--- src/rtl/resp_pkg.sv ---
// -----------------------------------------------------------------------------
// resp_pkg
//
// Shared definitions for the output-response capture stage that sits behind
// the mapped 8-output combinational netlist.
//
// Contents:
//   RESP_W, SIG_W, CNT_W : response, signature and pattern-count widths
//   MISR_POLY            : Galois feedback polynomial x^16+x^12+x^5+1
//   MISR_SEED            : signature value loaded at run start and at reset
//   state_e              : capture FSM states
//   misr_step()          : one MISR update folding one response vector
//
// Response bit order is {n77,n68,n65,n56,n48,n42,n9,n6}, with n6 at bit 0.
// -----------------------------------------------------------------------------
package resp_pkg;

    localparam int RESP_W = 8;
    localparam int SIG_W  = 16;
    localparam int CNT_W  = 16;

    localparam logic [SIG_W-1:0] MISR_POLY = 16'h1021;
    localparam logic [SIG_W-1:0] MISR_SEED = 16'hFFFF;

    typedef enum logic [1:0] {
        IDLE = 2'd0,
        RUN  = 2'd1,
        DONE = 2'd2
    } state_e;

    // Shift left by one, apply polynomial feedback when the bit shifted out
    // is set, then inject the response into the low byte.
    function automatic logic [SIG_W-1:0] misr_step(
        input logic [SIG_W-1:0]  cur,
        input logic [RESP_W-1:0] data
    );
        logic [SIG_W-1:0] shifted;
        logic [SIG_W-1:0] feedback;
        logic [SIG_W-1:0] inject;
        shifted  = {cur[SIG_W-2:0], 1'b0};
        feedback = cur[SIG_W-1] ? MISR_POLY : '0;
        inject   = {{(SIG_W-RESP_W){1'b0}}, data};
        return shifted ^ feedback ^ inject;
    endfunction

endpackage

--- src/rtl/misr16.sv ---
// -----------------------------------------------------------------------------
// misr16
//
// Registered 16-bit multiple-input signature register. Folds one response
// vector per enabled cycle using resp_pkg::misr_step.
//
// Ports:
//   clk_i        clock
//   rst_i        synchronous active-high reset, loads MISR_SEED
//   load_seed_i  load MISR_SEED at the next edge (wins over step_en_i)
//   step_en_i    fold data_i into the signature at the next edge
//   data_i       response vector to fold
//   sig_o        current signature (register output)
// -----------------------------------------------------------------------------
module misr16
    import resp_pkg::*;
(
    input  logic              clk_i,
    input  logic              rst_i,
    input  logic              load_seed_i,
    input  logic              step_en_i,
    input  logic [RESP_W-1:0] data_i,
    output logic [SIG_W-1:0]  sig_o
);

    logic [SIG_W-1:0] sig_q;
    logic [SIG_W-1:0] sig_d;

    always_comb begin
        sig_d = sig_q;
        if (load_seed_i) begin
            sig_d = MISR_SEED;
        end else if (step_en_i) begin
            sig_d = misr_step(sig_q, data_i);
        end
    end

    always_ff @(posedge clk_i) begin
        if (rst_i) begin
            sig_q <= MISR_SEED;
        end else begin
            sig_q <= sig_d;
        end
    end

    assign sig_o = sig_q;

endmodule

--- src/rtl/resp_misr_capture.sv ---
// -----------------------------------------------------------------------------
// resp_misr_capture
//
// Captures valid 8-bit response vectors through a one-stage register, folds
// a programmed number of them into a 16-bit MISR, and presents the final
// signature plus a golden-compare flag over a valid/ready handshake.
//
// Ports:
//   clk        clock
//   rst        synchronous active-high reset (overrides everything)
//   start      begin a run; only looked at in IDLE
//   pat_count  number of responses to compact, latched on start
//   exp_sig    golden signature, latched on start
//   res_valid  upstream response valid
//   res_data   response vector {n77,n68,n65,n56,n48,n42,n9,n6}
//   res_ready  stage accepts a response this cycle
//   sig_valid  final signature available
//   sig_data   signature (reads MISR_SEED out of reset)
//   sig_match  sig_data equals latched exp_sig, qualified by sig_valid
//   sig_ready  consumer takes the signature
//   busy       FSM is not in IDLE
//   pat_seen   responses accepted in the current run
//
// Handshakes: a transfer happens on a rising edge where both valid and ready
// are high. res_ready and sig_valid depend only on registered state, never
// on res_valid/sig_ready, and sig_valid/sig_data hold until sig_ready.
//
// Pipeline: a response accepted at edge T sits in cap_q and is folded at
// edge T+1. The fold of the final response is also the edge that enters
// DONE, so sig_valid rises together with the final signature.
// -----------------------------------------------------------------------------
module resp_misr_capture
    import resp_pkg::*;
(
    input  logic              clk,
    input  logic              rst,
    input  logic              start,
    input  logic [CNT_W-1:0]  pat_count,
    input  logic [SIG_W-1:0]  exp_sig,
    input  logic              res_valid,
    input  logic [RESP_W-1:0] res_data,
    output logic              res_ready,
    output logic              sig_valid,
    output logic [SIG_W-1:0]  sig_data,
    output logic              sig_match,
    input  logic              sig_ready,
    output logic              busy,
    output logic [CNT_W-1:0]  pat_seen
);

    state_e            state_q;
    state_e            state_d;
    logic [CNT_W-1:0]  cnt_q;
    logic [CNT_W-1:0]  cnt_d;
    logic [SIG_W-1:0]  exp_q;
    logic [SIG_W-1:0]  exp_d;
    logic [CNT_W-1:0]  seen_q;
    logic [CNT_W-1:0]  seen_d;
    logic [RESP_W-1:0] cap_q;
    logic [RESP_W-1:0] cap_d;
    logic              cap_vld_q;
    logic              cap_vld_d;

    logic              load_seed;
    logic              room;
    logic              accept;
    logic [SIG_W-1:0]  misr;

    // Comparing against the latched count (instead of counting down or
    // wrapping) makes pat_seen stop exactly at the limit, including 16'hFFFF.
    assign room = (seen_q < cnt_q);

    // Next-state, datapath enables and register next values.
    always_comb begin
        state_d   = state_q;
        cnt_d     = cnt_q;
        exp_d     = exp_q;
        seen_d    = seen_q;
        cap_d     = cap_q;
        cap_vld_d = 1'b0;
        load_seed = 1'b0;
        accept    = 1'b0;

        case (state_q)
            IDLE: begin
                if (start) begin
                    cnt_d     = pat_count;
                    exp_d     = exp_sig;
                    seen_d    = '0;
                    load_seed = 1'b1;
                    // An empty run has nothing to fold: the seed is the answer.
                    state_d   = (pat_count == '0) ? DONE : RUN;
                end
            end

            RUN: begin
                accept = res_valid && room;
                if (accept) begin
                    cap_d     = res_data;
                    cap_vld_d = 1'b1;
                    seen_d    = seen_q + CNT_W'(1);
                end
                // cap_vld_q with seen_q at the limit can only be the last
                // response: no further accepts happen once room drops.
                if (cap_vld_q && (seen_q == cnt_q)) begin
                    state_d = DONE;
                end
            end

            DONE: begin
                if (sig_ready) begin
                    state_d = IDLE;
                end
            end

            default: begin
                state_d = IDLE;
            end
        endcase
    end

    always_ff @(posedge clk) begin
        if (rst) begin
            state_q   <= IDLE;
            cnt_q     <= '0;
            exp_q     <= '0;
            seen_q    <= '0;
            cap_q     <= '0;
            cap_vld_q <= 1'b0;
        end else begin
            state_q   <= state_d;
            cnt_q     <= cnt_d;
            exp_q     <= exp_d;
            seen_q    <= seen_d;
            cap_q     <= cap_d;
            cap_vld_q <= cap_vld_d;
        end
    end

    // cap_vld_q is only ever set by an accept in RUN, so it doubles as the
    // fold enable without further state qualification.
    misr16 u_misr (
        .clk_i       (clk),
        .rst_i       (rst),
        .load_seed_i (load_seed),
        .step_en_i   (cap_vld_q),
        .data_i      (cap_q),
        .sig_o       (misr)
    );

    // Outputs decode registered state only; res_data never reaches them
    // without passing through cap_q and the MISR register.
    assign res_ready = (state_q == RUN) && room;
    assign sig_valid = (state_q == DONE);
    assign sig_data  = misr;
    assign sig_match = (state_q == DONE) && (misr == exp_q);
    assign busy      = (state_q != IDLE);
    assign pat_seen  = seen_q;

endmodule

--- config.mk ---
export PLATFORM = sky130hd
export DESIGN_NAME = resp_misr_capture
export DESIGN_NICKNAME = d
export VERILOG_FILES = /design/src/rtl/resp_pkg.sv /design/src/rtl/misr16.sv /design/src/rtl/resp_misr_capture.sv
export SDC_FILE = /design/constraint.sdc
export NUM_CORES = 1
export LEC_CHECK = 0
export ABC_AREA = 0
export CAP_MARGIN = 20
export CORE_MARGIN = 1
export CORE_UTILIZATION = 50
export CTS_CLUSTER_DIAMETER = 150
export DETAILED_ROUTE_END_ITERATION = 8
export PLACE_DENSITY = 0.8
export SLEW_MARGIN = 40
export SYNTH_ARGS = -nofsm -noshare
export SYNTH_HDL_FRONTEND = slang
export SYNTH_SLANG_ARGS = --single-unit
--- constraint.sdc ---
create_clock -name clk -period 2.6 [get_ports clk]
set_clock_uncertainty 0.05 [all_clocks]
set_input_delay 0.52 -clock clk [delete_from_list [all_inputs] [get_ports clk]]
set_output_delay 0.52 -clock clk [all_outputs]
set_load 0.03 [all_outputs]
==> results of run 1 <==
==> routing by layer <==
layer | up-vias | routed length, um | global-route usage, %
li1 | 1671 | - | -
met1 | 1593 | 3710 | 28.9
met2 | 109 | 4600 | 45.5
met3 | 23 | 696 | 8.86
met4 | 0 | 236 | 9.24
met5 | - | 0 | 0
==> state kept, by name, indices dropped and copies added, names as in the netlist <==
signal	cells
cap_vld_q	1
cnt_q	16
state_q	2
u_misr.sig_o	16
pat_seen	16
exp_q	16
cap_q	8
==> worst paths after layout <==
path / end / slack (ns) / cells after the start
worst min-delay path: cnt_q[6] / 0.41 / 2
worst max register to register: pat_seen[15] / 0.22 / 9
worst max-delay path: res_ready / 0.09 / 7
worst min register to register: cnt_q[6] / 0.41 / 2
==> per-stage QoR <==
stage          util [%]  area, um2
3_3_place_gp       65.8       4520
2_1_floorplan         -       3580
5_1_grt            69.8       4790
3_5_place_dp       65.8       4520
6_report           69.8       4790
4_1_cts            68.7       4720
==> where the power goes <==
part,switching (uW),internal (uW)
clock,424,341
sequential,41.3,1210
combinational,287,249
total,752,1800
==> area by class of cell <==
type	instances	area share, %
clock inverters	5	0.627
repair buffers	100	20.3
clock buffers	11	2.74
flip-flops and latches	75	31.5
multi-input cells	317	40.6
inverters	23	1.80
well taps	96	2.51
==> what timing repair did <==
action	in CTS	in global routing
pin swaps	1	2
endpoints found under the setup margin	2	15
setup buffers	2	5
gates resized for setup	6	10
==> cells by family after synthesis <==
| family | Yosys count | share of synthesized area, % |
|---|---|---|
| AND/OR/NAND/NOR | 165 | 20.8 |
| AO/OA/AOI/OAI | 93 | 15.4 |
| flip-flops | 75 | 42.0 |
| buffers and inverters | 43 | 4.97 |
| XOR/XNOR | 26 | 6.37 |
| adder cells (fa/ha/maj) | 17 | 5.95 |
| multiplexers | 16 | 4.48 |
==> worst max-delay path: cells and delay by family (launching register included) <==
| kind | cells | cell delay (ns) |
|---|---|---|
| and+or+nand+nor | 3 | 0.47 |
| DFF | 1 | 0.33 |
| adders and majority gates | 1 | 0.29 |
| AOI/OAI and AO/OA | 1 | 0.28 |
| buffers and inverters | 2 | 0.23 |
==> cells in the final DEF, fill, tap and decap left out, drive strengths merged, types with 15 or more instances in the layout <==
cell | synthesis | layout
a21oi | 50 | 50
buf | 6 | 21
clkdlybuf4s50 | 0 | 78
dfxtp | 75 | 75
ha | 17 | 17
inv | 23 | 23
mux2i | 16 | 16
nand2 | 101 | 101
nor2 | 18 | 18
o21ai | 15 | 15
xor2 | 17 | 17
==> key figures, run 1 <==
Cells and area
  – Final-layout fill cell count: 568
  – Area delta synth->final: 34.0%
  – Final Non-Filler Cells: 627
  – Area of the multi-input gates: 0.00194 mm2
  – Storage cell area: 0.00151 mm2
  – Layout Nets: 588
  – Share of layout cells above drive strength 1: 9.79%
  – Ant diodes: 0

Timing
  – Worst slew pin tran: 0.421 ns
  – Final setup margin: 0.0934 ns
  – Final setup TNS: 0 ns
  – Max_slew headroom: 71.7%
  – Final setup violating endpoints: 0
  – WHS: approximately 0.41 ns
  – F_max: 399 MHz
  – Fin crit share: between 90% and 100%
  – Fin. max-slew vios: 0
  – RSZ-0062 raised after global routing: false
  – Fin crit period: approximately 2.5 ns
  – Final hold violations: 0

Drt
  – DRC violation count after routing: 0
  – Post-Route WL: 9250 um
  – DRT Pass-1 Iters: 4
  – Drt wl/cell: 14.7 um
  – Final ANT Viol Nets: 0
  – Vias: approximately 3.4k
  – Vias per inst: 5.42
  – Initial drt markers: 111

Setup path
  – CP startpoint: cnt_q[14]
  – Max stage delay on crit path: 0.33 ns
  – Crit end category: output port
  – Critical Path Slowest Stage Cell: dfxtp_1
  – CP Max Fanout: 3
  – Crit start category: register
  – Crit path DAT: about 1.9 ns
  – Required @ worst endpoint: 2.03 ns
  – Crit-path cells: inv_1 > ha_1 > and4_4 > nand3_2 > a211oi_4 > nor3_2 > buf_4
  – Beginning of the worst register-to-register path: pat_seen[1]
  – Setup CP Type: register to output port

CTS
  – CTS buffer count: 9
  – Clock Pin Slew Worst Setup and Hold Paths: 0.07 ns
  – Clock Path Buffers: 2
  – # H-tree levels: 3
  – CTS sink cnt: 75
  – Post-cts hold buffer count: 0
  – Worst skew pair latency: 0.36 ns
  – CTS root buffer: clkbuf_8
  – TritonCTS clock tree: built

Outcome
  – Status: finished, final reports clean

Global route
  – Largest net degree at the start of global routing: 27
  – Vias in the first global route: 3292
  – Initial antenna violation count: 0
  – GRT Total Usage: 25.8%
  – First-pass GRT wire length: 15000 um
  – Residual overflow from global routing: 0

Logic synthesis
  – Unique masters post-synth: 42
  – Post-synth design cell area: 0.00358 mm2
  – Synth top area share: about two fifths
  – YS warnings: 0
  – Syn Inst Count: 435
  – Synth Net Count: 497
  – Post-synthesis register bit count: 75
  – Synth area leaders: dfxtp_1 42%, nand2_1 11%, a21oi_1 7.0%
  – Most common cell in the netlist: nand2_1
  – Post-Syn Area per Cell: approximately 8.2 um2
  – Ys async rst share: 0%
  – Number of flops mapped to enable cells by yosys: 0
  – Sequential area share after synthesis: 42.0%
  – Synth top cells by count: 101 x nand2_1, 75 x dfxtp_1, 50 x a21oi_1, 23 x inv_1, 18 x nor2_1
  – Area leader, netlist: dfxtp_1
  – Post-synth top flop: dfxtp_1

Placement
  – Port bufs: 80
  – Dpl ws: 0.156 ns
  – DP HPWL: ~6800 um
  – Inst Count DP: 604
  – Final GP Congestion: 0.838

Power and ir drop
  – P_leak: 0.00180 uW
  – Power, Total: around 2600 uW
  – VDD IR max: 442 uV
  – Power Dens Cells: 532 mW/mm2

Floorplan
  – Die area: 0.00749 mm2
  – Core area: slightly below 0.007 mm2
  – Die Ht: 86.6 um
  – IO Count: between 80 and 90
  – Initial Utilization: approximately 52%
  – # rows: 30
  – Chip width: 86.6 um

Worst hold path
  – Hold Crit Class: register to register
  – Hold path start: cnt_q[6]

Flow run
  – MaxCap Viol Count: 0
(Power assumes the default switching activity.)
==> run 2: changes to the inputs <==
Settings changed: PLACE_DENSITY 0.8 to not set, PLACE_DENSITY_LB_ADDON set to 0.12.
==> run 2 against run 1 <==
Compared with the run above: sequential power barely moved; first-iteration DRC count fell by 4.5%; critical path depth fell by 1; cell count fell by 0.64%; core utilization barely moved; critical path type unchanged; highest routed layer unchanged.
==> key figures, run 2 (synthesis results as in run 1) <==
Outcome
  – Status: finished, final reports clean

Drt
  – Initial drt markers: 106 (-4.5%)
  – Final ANT Viol Nets: 0 (unchanged)
  – Vias per inst: 5.31 (-2.0%)
  – Drt wl/cell: 14.2 um (-3.4%)
  – Vias: 3308 (-2.6%)
  – DRC violation count after routing: 0 (unchanged)
  – Post-Route WL: 8870 um (-4.1%)
  – DRT Pass-1 Iters: 4 (unchanged)

Cells and area
  – Final Util: 69.7% (about the same)
  – Most frequent cells in the layout: 101 x nand2_1, 77 x clkdlybuf4s50_1, 73 x dfxtp_1
  – Share of layout cells above drive strength 1: 8.54% (-1.3 points)
  – Commonest non-fill, non-tap cell in the layout: nand2_1
  – Ant diodes: 0 (unchanged)
  – Area delta synth->final: 34.0% (about the same)
  – Layout Nets: 584 (-0.68%)

Setup path
  – Setup CP Type: register to output port
  – Crit end category: output port
  – Crit start category: register
  – Crit path DAT: 1.97 ns (+0.03 ns)
  – Beginning of the worst register-to-register path: pat_seen[1]
  – CP Max Fanout: 5 (+2)
  – Reg2reg end: pat_seen[14]
  – Reg2Reg Depth: 10 (+1)
  – Required @ worst endpoint: 2.03 ns (about the same)
  – Flop2flop setup slack: 0.17 ns (-0.05 ns)

Floorplan
  – # rows: 30 (unchanged)
  – Die Ht: 86.6 um (unchanged)
  – Chip width: 86.6 um (unchanged)
  – Die area: 0.00749 mm2 (unchanged)
  – IO Count: 81 (unchanged)
  – Initial Utilization: 52.1% (unchanged)
  – Core area: 0.00687 mm2 (unchanged)

Global route
  – GRT Total Usage: 25.2% (-0.58 points)
  – Vias in the first global route: 3014 (-8.4%)
  – First-pass GRT wire length: 14400 um (-4.1%)
  – Residual overflow from global routing: 0 (unchanged)
  – Largest net degree at the start of global routing: 27 (unchanged)
  – Initial antenna violation count: 0 (unchanged)

CTS
  – # H-tree levels: 3 (unchanged)
  – CTS sink cnt: 75 (unchanged)
  – CTS buffer count: 9 (unchanged)
  – Clock Pin Slew Worst Setup and Hold Paths: 0.08 ns (about the same)
  – Clock Path Buffers: 2 (unchanged)
  – CTS root buffer: clkbuf_8
  – Post-cts hold buffer count: 0 (unchanged)
  – Worst skew pair latency: 0.35 ns (about the same)
  – TritonCTS clock tree: built

Power and ir drop
  – Power Dens Cells: 591 mW/mm2 (+11%)
  – VDD IR max: 354 uV (-20%)
  – Power, Total: 2830 uW (+11%)
  – P_leak: 0.00181 uW (+0.55%)

Worst hold path
  – WHS Endpoint: cnt_q[3]
  – Hold Crit Class: register to register
  – Hold path start: cnt_q[3]
  – Cell count of the worst hold path: 2 (unchanged)

Timing
  – Worst slew pin tran: 0.666 ns (+0.245 ns)
  – WHS: 0.410 ns (+0.00113 ns)
  – RSZ-0062 raised after global routing: true
  – Final setup TNS: 0 ns (unchanged)
  – Fin crit share: 97.8% (+1.4 points)
  – Fin. max-slew vios: 0 (unchanged)
  – Final setup violating endpoints: 0 (unchanged)
  – Fin crit period: 2.54 ns (+0.0356 ns)
  – Max_slew headroom: 55.4% (-16 points)
  – Final hold violations: 0 (unchanged)
  – F_max: 393 MHz (-1.4%)

Placement
  – Final GP Congestion: 0.862 (+2.9%)
  – Port bufs: 80 (unchanged)
  – DP HPWL: 6550 um (-3.3%)

Flow run
  – MaxCap Viol Count: 0 (unchanged)
[run 2: through the flow]
stage | setup WS [ns] | instances | cell area, um2
finish | 0.0578 | 623 | 4790
global route | -0.0791 | 623 | 4790
CTS | 0.00481 | 622 | 4780
detailed placement | 0.108 | 606 | 4530
global placement | 0.134 | 606 | 4530
floorplan | 0.104 | 435 | 3580
[run 2: worst max-delay path by stage]
stage                                from     endpoint  slack, ns  cells past startpoint
after floorplan              pat_seen[15]  pat_seen[6]       0.10                      8
after global placement    u_misr.sig_o[4]    sig_match       0.13                      5
after detailed placement  u_misr.sig_o[0]    sig_match       0.11                      5
after CTS                       cnt_q[15]    res_ready      0.005                      7
after global routing            cnt_q[15]    res_ready      -0.08                      7
final                        pat_seen[14]    res_ready       0.06                      6
[run 2: area by class of cell]
cell class	instances	area (um2)
clock buffer	10	128
fill	584	2080
multi-input combinational	317	1920
tap	96	120
clock inverter	6	114
sequential	75	1500
inverter	23	86.3
timing repair buffer	96	921
[run 2: routing by layer]
metal	part of all wire [%]	wire [um]	GRT usage (%)	up-vias
met5	0	0	0	-
met2	48	4250	42.4	97
li1	-	-	-	1661
met1	43	3850	30.8	1529
met4	2.9	259	12.3	0
met3	5.8	514	5.43	21
[run 2: repair_timing]
item / in CTS / in global routing
cloned: 0 / 0
setup endpoints to repair: 2 / 2
pin swaps: 0 / 2
resized for setup: 4 / 5
setup buffers: 0 / 1
[run 2: worst max-delay path, stage by stage, from the launching register on]
cell and delay (ns):
dfxtp_1 0.36, ha_1 0.32, and4_4 0.25, nand3_2 0.13, a211oi_4 0.30, nor3_2 0.09, buf_4 0.17
[run 2: power by group]
part / switching, uW / internal, uW
sequential: 41.2 / 1210
clock: 442 / 639
combinational: 276 / 227
total: 760 / 2070
